File: src/rtl/jtag_tdo_axis.sv
// TDO return path: captures the shifter's 32-bit TDO word on each DONE rising edge,
// buffers it in a first-word-fall-through FIFO and streams it out as AXI4-Stream packets.
module jtag_tdo_axis #(
  parameter int C_M_AXIS_DATA_WIDTH = 32,
  parameter int FIFO_DEPTH          = 16
) (
  input  logic                           CLK,
  input  logic                           RESET,
  input  logic                           DONE,
  input  logic [31:0]                    TDO_VECTOR,
  input  logic [15:0]                    PKT_LEN,
  output logic                           M_AXIS_TVALID,
  input  logic                           M_AXIS_TREADY,
  output logic [C_M_AXIS_DATA_WIDTH-1:0] M_AXIS_TDATA,
  output logic                           M_AXIS_TLAST,
  output logic                           OVERFLOW,
  output logic [$clog2(FIFO_DEPTH):0]    LEVEL
);

  localparam int AW = $clog2(FIFO_DEPTH);
  localparam logic [AW:0] PTR_ONE = 1;

  // Each entry is {tlast, tdo}, so framing is fixed at push time.
  logic [32:0] mem [FIFO_DEPTH];

  logic        done_q, done_d;
  logic [AW:0] wr_ptr_q, wr_ptr_d;
  logic [AW:0] rd_ptr_q, rd_ptr_d;
  logic [15:0] pkt_cnt_q, pkt_cnt_d;
  logic        overflow_q, overflow_d;
  logic [31:0] hold_q, hold_d;

  logic        cap;
  logic        empty;
  logic        full;
  logic        pop;
  logic        last;
  logic        push_ok;
  logic [32:0] head;

  always_comb begin
    head  = mem[rd_ptr_q[AW-1:0]];
    empty = (wr_ptr_q == rd_ptr_q);
    full  = (wr_ptr_q[AW-1:0] == rd_ptr_q[AW-1:0]) && (wr_ptr_q[AW] != rd_ptr_q[AW]);
    cap   = DONE & ~done_q;
    pop   = ~empty & M_AXIS_TREADY;
    last  = (PKT_LEN <= 16'd1) || (pkt_cnt_q == PKT_LEN - 16'd1);
    // A full FIFO still accepts the capture when the head leaves in the same cycle.
    push_ok = cap & (~full | pop);

    done_d     = DONE;
    wr_ptr_d   = push_ok ? wr_ptr_q + PTR_ONE : wr_ptr_q;
    rd_ptr_d   = pop ? rd_ptr_q + PTR_ONE : rd_ptr_q;
    pkt_cnt_d  = pkt_cnt_q;
    if (push_ok) begin
      pkt_cnt_d = last ? 16'd0 : pkt_cnt_q + 16'd1;
    end
    overflow_d = overflow_q | (cap & ~push_ok);
    hold_d     = empty ? hold_q : head[31:0];
  end

  always_ff @(posedge CLK or posedge RESET) begin
    if (RESET) begin
      done_q     <= 1'b0;
      wr_ptr_q   <= '0;
      rd_ptr_q   <= '0;
      pkt_cnt_q  <= '0;
      overflow_q <= 1'b0;
      hold_q     <= '0;
    end else begin
      done_q     <= done_d;
      wr_ptr_q   <= wr_ptr_d;
      rd_ptr_q   <= rd_ptr_d;
      pkt_cnt_q  <= pkt_cnt_d;
      overflow_q <= overflow_d;
      hold_q     <= hold_d;
      if (push_ok) begin
        mem[wr_ptr_q[AW-1:0]] <= {last, TDO_VECTOR};
      end
    end
  end

  // hold_q keeps TDATA at the last presented word once the FIFO drains.
  always_comb begin
    M_AXIS_TDATA       = '0;
    M_AXIS_TDATA[31:0] = empty ? hold_q : head[31:0];
  end

  assign M_AXIS_TVALID = ~empty;
  assign M_AXIS_TLAST  = ~empty & head[32];
  assign OVERFLOW      = overflow_q;
  assign LEVEL         = wr_ptr_q - rd_ptr_q;

endmodule
File: config.mk
export PLATFORM = sky130hd
export DESIGN_NAME = jtag_tdo_axis
export DESIGN_NICKNAME = d
export VERILOG_FILES = /design/src/rtl/jtag_tdo_axis.sv
export SDC_FILE = /design/constraint.sdc
export NUM_CORES = 1
export LEC_CHECK = 0
export ABC_AREA = 0
export BUFFER_PORTS_ARGS = -buffer_cell sky130_fd_sc_hd__buf_2
export CORE_UTILIZATION = 66
export CTS_BUF_LIST = sky130_fd_sc_hd__clkbuf_16
export DETAILED_ROUTE_END_ITERATION = 7
export PLACE_DENSITY = 0.9
export SLEW_MARGIN = 40
export SYNTH_ARGS = -nofsm -noshare
export SYNTH_HDL_FRONTEND = slang
export SYNTH_SLANG_ARGS = --single-unit
export TNS_END_PERCENT = 1
File: constraint.sdc
create_clock -name CLK -period 12.5 [get_ports CLK]
set_input_delay 0.625 -clock CLK [delete_from_list [all_inputs] [get_ports CLK]]
set_output_delay 0.625 -clock CLK [all_outputs]
set_load 0.02 [all_outputs]
### Word level (Yosys, flattened, before mapping)

Memory sizes are Yosys's and may differ from the RTL's.
Cells that the tools add are included.

| word-level totals | value |
|---|---|
| bits in registers | 60 |
| bits of input ports | 52 |
| memories kept | 1 |
| memory bits (writable) | 528 |
| output and inout bits | 40 |
| word-level logic and storage cells | 36 |

| cells by class | value |
|---|---|
| reduce and logical (&&, ||, !) cells | 4 |
| add/subtract/negate cells | 5 |
| bitwise gates (word level) | 11 |
| multiplexer cells | 4 |
| eq/ne operators | 4 |
| magnitude comparators | 1 |

Memories:

| memory | words | bits a word | read ports | clocked after memory_dff | wr ports | line | source |
|---|---|---|---|---|---|---|---|
| mem | 16 | 33 | 1 | 0 | 1 | 24 | `logic [32:0] mem [FIFO_DEPTH];` |

Operators by type and width:

| operator | number |
|---|---|
| 32-bit two-way mux | 1 |
| 16-bit by 1-bit adder with 16-bit output, second input constant | 1 |
| 16-bit equality test | 1 |
| 16-bit by 1-bit <= comparator with 1-bit output, second input constant | 1 |
| 16-bit two-way mux | 1 |
| 16-bit by 1-bit subtractor with 16-bit output, second input constant | 1 |
| 5-bit by 1-bit adder with 5-bit output, second input constant | 2 |
| 1-bit bitwise AND | 5 |
| 5-bit equality test | 1 |
| 5-bit subtractor | 1 |
| 4-bit equality test | 1 |
| 1-bit inverter | 4 |
| 1-bit logical AND | 2 |
| 1-bit two-way mux | 2 |
| 1-bit OR | 2 |
| 1-bit zero test | 1 |
| 1-bit logical OR | 1 |
| 1-bit inequality test | 1 |

### Depth between registers and ports, before layout

Gate-level depths: netlist of run 1.

| depth | value |
|---|---|
| depth after elaboration | 8 |
| gate-level depth with buffers | 13 |

### Least setup slack after synthesis of run 1

Ideal clock, no wire load.

| path | value |
|---|---|
| kind | flip-flop to flip-flop |
| start point | register rd_ptr_q[1] |
| end point | memory mem[0][0] (enable) |
| data required time | 12.036 ns |
| path slack | 7.431 ns |
| data arrival time | 4.605 ns |
| period minus slack after synthesis | 5.069 ns |
| library setup time | 0.464 ns |
| cell stages (with the launch flop) | 12 |
| buffers on the path | 3 |
| path through | dfrtp_1 clkbuf_1 clkbuf_1 clkbuf_1 inv_1 ha_1 nand4_1 nor3_1 nand2b_1 nor2_1 nand2_1 nor3_1 |

| between the ends | value |
|---|---|
| longest elaborated chain between the ends | 8 |

RTL lines:

| element | line | source |
|---|---|---|
| start: declaration | 28 | `logic [AW:0] rd_ptr_q, rd_ptr_d;` |
| start signal: assignment | 73 | `rd_ptr_q <= rd_ptr_d;` |
| 5-bit equality test / 4-bit equality test (equally long branches) | 43, 44 |  |
| 1-bit inverter / 1-bit logical AND (equally long branches) | 46, 44 |  |
| 1-bit bitwise AND / 1-bit inverter (equally long branches) | 46, 49 |  |
| 1-bit OR (*) | 49 | `push_ok = cap & (~full \| pop);` |
| 1-bit bitwise AND (*) | 49 |  |
| 1-bit two-way mux (*) | 77 | `if (push_ok) begin` |
| 1-bit logical AND (implied by the code) (*) | 78 | `mem[wr_ptr_q[AW-1:0]] <= {last, TDO_VECTOR};` |
| 1-bit two-way mux (implied by the code) (*) | 78 |  |
| end: declaration | 24 |  |

Mark *: on every way between the ends. The rest lies on a longest branch, timed or not.

### Worst setup path after layout of run 1

| path | value |
|---|---|
| start point | register rd_ptr_q[1] |
| end point | output port M_AXIS_TDATA[17] |

| between the ends | value |
|---|---|
| longest elaborated chain between the ends | 2 |

RTL lines:

| element | line | source |
|---|---|---|
| memory read 16 x 33 bit / 5-bit equality test (equally long branches) | - |  |
| 32-bit two-way mux (*) | 86 | `M_AXIS_TDATA[31:0] = empty ? hold_q : head[31:0];` |
| end: declaration | 14 | `output logic [C_M_AXIS_DATA_WIDTH-1:0] M_AXIS_TDATA,` |

Marks and branches as above.

==> run_results.csv, run 1 <==
group,metric,value,unit
synth,ys_seq_area_share,74.6,%
power_and_ir_drop,leakage,8.76,nW
setup_path,cp_max_fo,54,
sta,finClkSkew,0.0162,ns
setup_path,critPathCaptureType,"primary output",
sta,setup_viol,0,
route,drc,0,
grt,grt_pass1_wl,83400,µm
synth,synthTopCellsByArea,"edfxtp_1 (68%), mux4_2 (16%), dfrtp_1 (6.5%)",
synth,ys.flop_type,"edfxtp_1",
setup_path,reg2reg_to,"mem[3][9]$_DFFE_PP_",
floorplan,die_w,190,µm
floorplan,ios,92,
finish,layout-drive-gt1-share,34.6,%
clocking,clkTransAtPathRegs,0.07,ns
sta,slew_headroom,42.8,%
setup_path,crit_chain,"buf_4 -> buf_4 -> mux4_2 -> mux4_2 -> mux2_2 -> buf_2",
finish,fin_util,75.8,%
route,wl_per_cell,33.3,µm
clocking,ctsResizeCount,0,
synth,synth_area,23300,µm²
setup_path,start_kind,"flip-flop",
sta,max_freq,198,MHz
grt,grt_max_degree,55,
setup_path,critPathBufInv,3,
route,drt-initial-drc-count,1417,
placed_design,io_buffer_count,91,
setup_path,ff2ff_path_depth,10,
route,drtAntennaViolNets,0,
synth,yosys.area.top_type_share,68.2,%
clocking,holdBufCountCts,0,
setup_path,cp_slowest_stage_delay,0.77,ns
finish,fill_cells,1693,
synth,synth.most_common_cell,"edfxtp_1",
finish,area_growth,12.9,%
route,vias,12000,
placed_design,hpwl,28700,µm
synth,yosysTopAreaCell,"edfxtp_1",
synth,netlist_instances,1081,
setup_path,path_class,"reg -> out",
setup_path,worstPathArrival,4.42,ns
power_and_ir_drop,vdd_drop_max,0.199,mV
clocking,clkLatencyLatePin,0.59,ns
placed_design,post_dp_cell_area,24400,µm²
clocking,cts_root_buf,"clkbuf_16",
synth,synth_edf_count,528,
setup_path,crit-reg2reg-launch,"rd_ptr_q[2]$_DFFE_PP0P_",
floorplan,die_h,190,µm
setup_path,cp_top_family,"buffers and inverters",
flow_run,maxCapViolCount,0,
floorplan,rows,68,
clocking,clk_path_buf_depth,3,
hold_path,hp-class,"in -> async",
sta,tns,0,ns
finish,nets,1269,
synth,ys_seq_elements,588,
synth,yosysWarningCount,0,
grt,overflow,0,
sta,worstMarginPinSlew,0.853,ns
synth,ys_async_sr_fraction,10.2,%
grt,grtUsageTotal,33.3,%
clocking,cts_num_sinks,588,
route,dr.pass1.iters,5,
floorplan,start_util,67.1,%
route,wirelength,57000,µm
sta,drv_slew,0,
floorplan,core_area,34600,µm²
clocking,htreeDepth,2,
finish,final_cell_area,26300,µm²
floorplan,die-area,36000,µm²
sta,fin_crit,5.05,ns
sta,finalCritPeriodShare,40.4,%
sta,hold_violations,0,
synth,avgSynthCellArea,21.5,µm²
grt,grt_antenna_before_repair,4,
synth,yosysUniqueCellTypes,57,
grt,grt_pass1_vias,12500,
route,vias_per_cell,7.00,
clocking,cts-buffers-inserted,55,
placed_design,gp_congestion,0.896,
power_and_ir_drop,power_density,225,nW/µm²
clocking,post_cts_buffers,0,
outcome,status,"finished clean",
sta,rsz0062_at_grt,"false",
synth,synth_nets,1146,
clocking,cts_tree,"done",
setup_path,required,11.88,ns
setup_path,critPathSlowestCell,"dfrtp_4",
setup_path,reg2reg_setup_slack,8.18,ns
synth,synth.top_cells.by_count,"edfxtp_1 (528), mux4_2 (165), dfrtp_1 (60)",
## registers in the layout (all words and copies together), names as in the netlist
signal     flops
rd_ptr_q       5
pkt_cnt_q     16
OVERFLOW       1
done_q         1
hold_q        32
wr_ptr_q       5
mem          528
## worst max-delay path by stage
stage,start,cells after the start,endpoint
floorplan,rd_ptr_q[1]$_DFFE_PP0P_,11,mem[0][0]$_DFFE_PP_
global placement,rd_ptr_q[1]$_DFFE_PP0P_,6,M_AXIS_TDATA[31]
detailed placement,rd_ptr_q[1]$_DFFE_PP0P_,6,M_AXIS_TDATA[29]
CTS,rd_ptr_q[1]$_DFFE_PP0P_,6,M_AXIS_TDATA[17]
global route,rd_ptr_q[1]$_DFFE_PP0P_,6,M_AXIS_TDATA[29]
finish,rd_ptr_q[1]$_DFFE_PP0P_,6,M_AXIS_TDATA[17]
## area by class of cell
cell class              count  area, µm²  share of cell area (%)
clock inverters            49        432                    1.64
multi-input cells         426       5750                    21.9
well taps                 455        569                    2.17
clock buffers              55       1380                    5.24
flip-flops and latches    588      17400                    66.1
repair buffers            118        693                    2.64
inverters                  15       56.3                   0.214
diodes                      3       7.51                  0.0286
## metrics by stage
step                hold slack (ns)  power [mW]  std cells  setup WS, ns
floorplan                     0.462        3.68       1081          7.43
global placement              0.472        4.13       1600          8.21
detailed placement            0.455        4.22       1601          8.15
CTS                           0.148        5.91       1705          7.48
global route                  0.157        6.09       1709          7.38
finish                        0.140        5.90       1709          7.45
## power by group
group          total [mW]  internal (mW)  leakage, nW  switching [mW]
Clock                1.67          0.933        0.951           0.736
Combinational        1.84          0.850         2.33           0.989
Sequential           2.39           2.27         5.48           0.115
## metal layers
metal  up-vias  GRT usage, %  wire [µm]
met4         2          13.5       2180
met2       893          55.5      29400
met1      6177          43.4      19600
met3       178          6.95       5870
li1       4707             -          -
met5         -             0         13
## placed cells by master (no fill, tap or decap), types with 3 or more instances in the layout
master,instances
edfxtp_1,528
mux4_2,165
buf_2,91
dfrtp_1,57
clkbuf_16,55
mux2_2,33
inv_1,31
nor2_1,29
nand2_1,26
xnor2_1,25
buf_4,23
xor2_1,18
clkinv_2,13
nand3_1,12
nor2_4,12
ha_1,12
nand4_1,7
a21oi_1,7
o21ai_0,6
bufinv_16,6
nor3_1,5
nand2b_1,5
nor4_1,5
a21o_1,4
and3_1,4
clkinvlp_4,4
diode_2,3
nor2b_1,3
nor3_4,3
or3_1,3
## cell families (layout without fill, tap and decap cells)
family                     Yosys count  after routing  synth area share, %
other                                0              3                    0
buffers and inverters               67            237                 1.15
muxes                              198            198                 17.6
and+or+nand+nor                    133            133                 3.09
AOI/OAI and AO/OA                   39             39                 1.18
DFF                                588            588                 74.6
xor gates and xnor gates            43             43                 1.62
adders and majority gates           13             13                0.732
(Power assumes the default switching activity.)
==> run 2: changes to the inputs <==
Settings changed: ABC_AREA 0 to 1, CORE_UTILIZATION 66 to 56, PLACE_DENSITY 0.9 to 0.82.
Clock period 12.5 ns to 4.5 ns, I/O delays scaled along.
==> run_results.csv, run 2 <==
group,metric,value,unit
flow_run,maxCapViolCount,0,
route,wl_per_cell,22.8,µm
clocking,clkLatencyLatePin,0.60,ns
setup_path,cp_slowest_stage_delay,0.64,ns
synth,netlist_instances,1916,
synth,synthAdderAreaFrac,0.711,%
sta,hold_slack,0.0227,ns
finish,seqCellArea,17400,µm²
grt,grt_pass1_vias,16100,
clocking,cts_tree,"done",
setup_path,required,4.28,ns
synth,synthTopCellsByArea,"edfxtp_1 (66%), dfrtp_1 (6.3%), nor2_1 (4.7%)",
setup_path,worstPathArrival,3.62,ns
synth,ys.flop_type,"edfxtp_1",
hold_path,hp-class,"in -> reg",
synth,yosysWarningCount,0,
clocking,cts-buffers-inserted,56,
synth,ys_seq_elements,588,
sta,drv_slew,0,
clocking,htreeDepth,2,
synth,synth_nets,1981,
sta,slew_headroom,40.1,%
sta,fin_crit,3.85,ns
sta,finalCritPeriodShare,85.5,%
setup_path,crit_chain,"buf_4 -> buf_12 -> o21ai_0 -> o221ai_1 -> nand3_1 -> a41oi_1 -> buf_2",
setup_path,critPathCaptureType,"primary output",
synth,synth_compound_area_share,10.3,%
floorplan,ios,92,
sta,worstMarginPinSlew,0.897,ns
synth,synth.most_common_cell,"edfxtp_1",
synth,ys_async_sr_fraction,10.2,%
floorplan,die_w,209,µm
grt,grtUsageTotal,27.4,%
route,drc,0,
setup_path,path_class,"reg -> out",
clocking,clk_path_buf_depth,3,
placed_design,gp_congestion,0.885,
floorplan,rows,75,
sta,tns,0,ns
placed_design,io_buffer_count,91,
finish,most-common-layout-cells,"edfxtp_1 (528), nor2_1 (289), nand2_1 (242)",
synth,avgSynthCellArea,12.5,µm²
synth,synth_edf_count,528,
finish,area_growth,13.1,%
finish,fill_cells,2872,
sta,finClkSkew,0.0203,ns
clocking,ctsResizeCount,0,
clocking,clkTransAtPathRegs,0.06,ns
finish,layout-drive-gt1-share,12.4,%
finish,largest_reg_flops,528,
power_and_ir_drop,leakage,9.44,nW
finish,multiInputGateArea,6000,µm²
synth,synth_top_family_by_area,"simple AND/OR/NAND/NOR gates",
setup_path,reg2reg_setup_slack,1.35,ns
sta,fin_ws,0.655,ns
route,dr.pass1.iters,7,
power_and_ir_drop,vdd_drop_max,0.651,mV
power_and_ir_drop,power_density,633,nW/µm²
route,vias_per_cell,6.28,
sta,setup_viol,0,
setup_path,cp_max_fo,194,
clocking,cts_root_buf,"clkbuf_16",
grt,grt_pass1_wl,91300,µm
finish,diodes,0,
finish,nets,2069,
sta,max_freq,260,MHz
floorplan,start_util,57.0,%
finish,final_common_cell,"edfxtp_1",
route,vias,16300,
grt,grt_max_degree,195,
clocking,cts_num_sinks,588,
route,wirelength,59000,µm
route,drtAntennaViolNets,0,
floorplan,die_h,209,µm
power_and_ir_drop,p_total,17.1,mW
synth,yosysUniqueCellTypes,39,
sta,rsz0062_at_grt,"false",
placed_design,pre_cts_slack,1.30,ns
placed_design,hpwl,32800,µm
setup_path,critPathSlowestCell,"buf_12",
synth,ys_seq_area_share,72.5,%
outcome,status,"finished clean",
sta,hold_violations,0,
synth,yosys.area.top_type_share,66.2,%
synth,synthMuxAreaShare,0,%
grt,overflow,0,
synth,synth.top_cells.by_count,"edfxtp_1 (528), nor2_1 (302), nand2_1 (242)",
synth,yosysTopAreaCell,"edfxtp_1",
setup_path,start_kind,"flip-flop",
synth,synth_area,23900,µm²
grt,grt_antenna_before_repair,1,
floorplan,die-area,43600,µm²
synth,synth_xor_area_share,1.06,%
route,drt-initial-drc-count,2070,
floorplan,core_area,42000,µm²
synth,synth-simple-area-share,12.5,%
-- run 2: changes by cell type after synthesis, moves of 13 or more --
cell      before  now
nand3_1       12  117
o221ai_1       0   51
mux4_2       165    0
o21ai_0        6  226
nor2_1        41  302
buf_2          7   26
clkbuf_1      34   79
inv_1         14   57
nand2_1       26  242
a41oi_1        0   32
o211ai_1       2   15
xnor2_1       25    9
mux2_2        33    0
o22ai_1        2   55
-- run 2: worst paths after layout --
path                            cells after the start               startpoint                      end
worst max-delay path                                7  rd_ptr_q[0]$_DFFE_PP0P_         M_AXIS_TDATA[31]
worst min-delay path                                1           TDO_VECTOR[28]     mem[8][28]$_DFFE_PP_
worst max register to register                     10  wr_ptr_q[2]$_DFFE_PP0P_     mem[13][8]$_DFFE_PP_
worst min register to register                      1  rd_ptr_q[4]$_DFFE_PP0P_  rd_ptr_q[4]$_DFFE_PP0P_
max in group asynchronous                           4                    RESET  rd_ptr_q[1]$_DFFE_PP0P_
min in group asynchronous                           3                    RESET     hold_q[26]$_DFF_PP0_
-- run 2: area by class of cell --
| cell class | count | share of cell area [%] |
|---|---|---|
| clock buffers | 58 | 5.36 |
| clock inverters | 47 | 1.27 |
| inverters | 60 | 0.864 |
| multi-input cells | 1154 | 22.2 |
| flip-flops and latches | 588 | 64.1 |
| well taps | 539 | 2.49 |
| repair buffers | 144 | 3.74 |
-- run 2: critical path, delay by kind of cell (launching register included) --
| family | cells | cell delay [ns] |
|---|---|---|
| AO/OA/AOI/OAI | 3 | 0.81 |
| flip-flops | 1 | 0.46 |
| buffers and inverters | 3 | 1.47 |
| AND/OR/NAND/NOR | 1 | 0.21 |
-- run 2: power breakdown --
group	total, mW	switching, mW	internal [mW]
Sequential	6.52	0.173	6.34
Combinational	6.08	4.34	1.74
Clock	4.54	1.94	2.61
-- run 2: repair_timing --
action | CTS | global route
hold buffers | 16 | 0
setup buffers | 0 | 0
hold endpoints to repair | 218 | 0
-- run 2: routing by layer --
layer	part of all wire (%)	track usage [%]	vias to the layer above
met2	49	44.4	1068
met1	38	37.7	7858
li1	-	-	7196
met3	10	3.95	149
met4	3.1	10.9	2
met5	0.022	0	-
-- run 2: cells by family after synthesis --
family,after synthesis
DFF,588
xor gates and xnor gates,29
adders and majority gates,13
AOI/OAI and AO/OA,401
buffers and inverters,174
and+or+nand+nor,711
-- run 2: per-stage QoR --
stage | util, % | instance area [µm²] | std cells
6_report | 64.4 | 27100 | 2590
5_1_grt | 64.4 | 27100 | 2590
4_1_cts | 64.4 | 27100 | 2590
3_5_place_dp | 59.8 | 25100 | 2469
3_3_place_gp | 59.7 | 25100 | 2469
2_1_floorplan | - | 23900 | 1916
==> run 3: changes to the inputs <==
Settings changed: CORE_MARGIN set to 4.
==> run_results.csv, run 3 (synthesized netlist as in run 2, its figures left out) <==
group,metric,value,unit
outcome,status,"finished clean",
finish,largest_reg_flops,528,
finish,area_growth,13.8,%
power_and_ir_drop,p_comb_share,35.5,%
route,drc,0,
power_and_ir_drop,pwr-share-clk,26.5,%
grt,grt_pass1_vias,15900,
route,drtAntennaViolNets,0,
finish,layout-drive-gt1-share,13.0,%
power_and_ir_drop,power_density,633,nW/µm²
power_and_ir_drop,swShare,38.1,%
clocking,post_cts_buffers,0,
sta,max_freq,268,MHz
power_and_ir_drop,seq_power_share,38.0,%
setup_path,crit-reg2reg-launch,"rd_ptr_q[1]$_DFFE_PP0P_",
route,dr.pass1.iters,6,
placed_design,hpwl,33000,µm
floorplan,core_area,42100,µm²
power_and_ir_drop,leakage,9.50,nW
finish,final_common_cell,"edfxtp_1",
grt,grt_antenna_before_repair,0,
finish,diodes,0,
sta,finClkSkew,0.00826,ns
setup_path,critPathCaptureType,"primary output",
clocking,htreeDepth,2,
sta,finalCritPeriodShare,83.0,%
setup_path,worstPathArrival,3.51,ns
clocking,clkTransAtPathRegs,0.06,ns
finish,fill_cells,2844,
sta,worstMarginPinSlew,0.812,ns
floorplan,die_h,215,µm
power_and_ir_drop,vdd_drop_max,0.531,mV
placed_design,post_dp_cell_area,25100,µm²
sta,setup_viol,0,
floorplan,die_w,215,µm
grt,overflow,0,
grt,grt_max_degree,134,
route,wl_per_cell,22.6,µm
setup_path,path_class,"reg -> out",
clocking,holdBufCountCts,32,
finish,nets,2089,
finish,final_cell_area,27300,µm²
setup_path,cp-startpoint,"rd_ptr_q[2]$_DFFE_PP0P_",
floorplan,rows,75,
clocking,ctsResizeCount,0,
sta,tns,0,ns
hold_path,hp-start,"TDO_VECTOR[10]",
placed_design,place_inst,2474,
setup_path,cp_max_fo,51,
route,vias,16200,
grt,grtUsageTotal,25.2,%
clocking,cts_root_buf,"clkbuf_16",
floorplan,ios,92,
grt,grt_pass1_wl,91000,µm
floorplan,die-area,46100,µm²
sta,fin_crit,3.73,ns
finish,final_cells,2610,
sta,slew_headroom,45.9,%
setup_path,start_kind,"flip-flop",
floorplan,start_util,56.8,%
placed_design,gp_congestion,0.885,
sta,hold_slack,0.0211,ns
clocking,cts_num_sinks,588,
flow_run,maxCapViolCount,0,
finish,fin_util,64.7,%
route,wirelength,59100,µm
hold_path,hp-class,"in -> reg",
sta,hold_violations,0,
sta,fin_ws,0.767,ns
route,vias_per_cell,6.19,
clocking,clk_path_buf_depth,3,
power_and_ir_drop,p_switching,6.59,mW
placed_design,io_buffer_count,91,
power_and_ir_drop,p_total,17.3,mW
sta,drv_slew,0,
clocking,cts_tree,"done",
route,drt-initial-drc-count,2178,
clocking,cts-buffers-inserted,55,
clocking,clkLatencyLatePin,0.61,ns
placed_design,pre_cts_slack,1.44,ns
finish,most-common-layout-cells,"edfxtp_1 (528), nor2_1 (289), nand2_1 (242)",
setup_path,required,4.28,ns
sta,rsz0062_at_grt,"false",
power_and_ir_drop,internal_power,10.7,mW
-- run 3: area by class of cell --
type | count | area, µm² | share of cell area [%]
Sequential cell | 588 | 17400 | 63.7
Multi-Input combinational cell | 1154 | 6000 | 22.0
Clock buffer | 55 | 1380 | 5.05
Timing Repair Buffer | 165 | 1190 | 4.38
Tap cell | 539 | 674 | 2.47
Clock inverter | 49 | 412 | 1.51
Inverter | 60 | 234 | 0.858
-- run 3: path summary, 6_finish.rpt --
kind / endpoint / cells past startpoint / slack, ns
max in group asynchronous: rd_ptr_q[0]$_DFFE_PP0P_ / 4 / 3.29
worst min register to register: wr_ptr_q[4]$_DFFE_PP0P_ / 1 / 0.49
min in group asynchronous: pkt_cnt_q[4]$_DFFE_PP0P_ / 3 / 0.32
worst min-delay path: mem[4][10]$_DFFE_PP_ / 1 / 0.02
worst max-delay path: M_AXIS_TDATA[31] / 8 / 0.77
worst max register to register: mem[13][18]$_DFFE_PP_ / 10 / 1.47
-- run 3: layer usage --
metal	wire [µm]	track usage, %	up-vias
met4	1960	8.67	0
met5	0	0	-
met2	29400	42.3	945
met1	22200	33.5	7849
li1	-	-	7217
met3	5480	4.59	157
-- run 3: power groups by stage --
stage | Sequential, mW | Combinational [mW] | Clock, mW
2_1_floorplan | 6.58 | 3.99 | 0
3_3_place_gp | 6.65 | 5.82 | 0
3_5_place_dp | 6.66 | 5.99 | 0
4_1_cts | 6.55 | 6.11 | 4.61
5_1_grt | 6.59 | 6.64 | 4.86
6_report | 6.56 | 6.13 | 4.58
-- run 3: worst max-delay path: stages, from the launching register on --
cell,delay (ns)
dfrtp_2,0.36
buf_4,0.60
nand2_1,0.15
inv_1,0.48
buf_4,0.33
buf_4,0.28
nand2_1,0.10
a41oi_1,0.35
buf_2,0.24
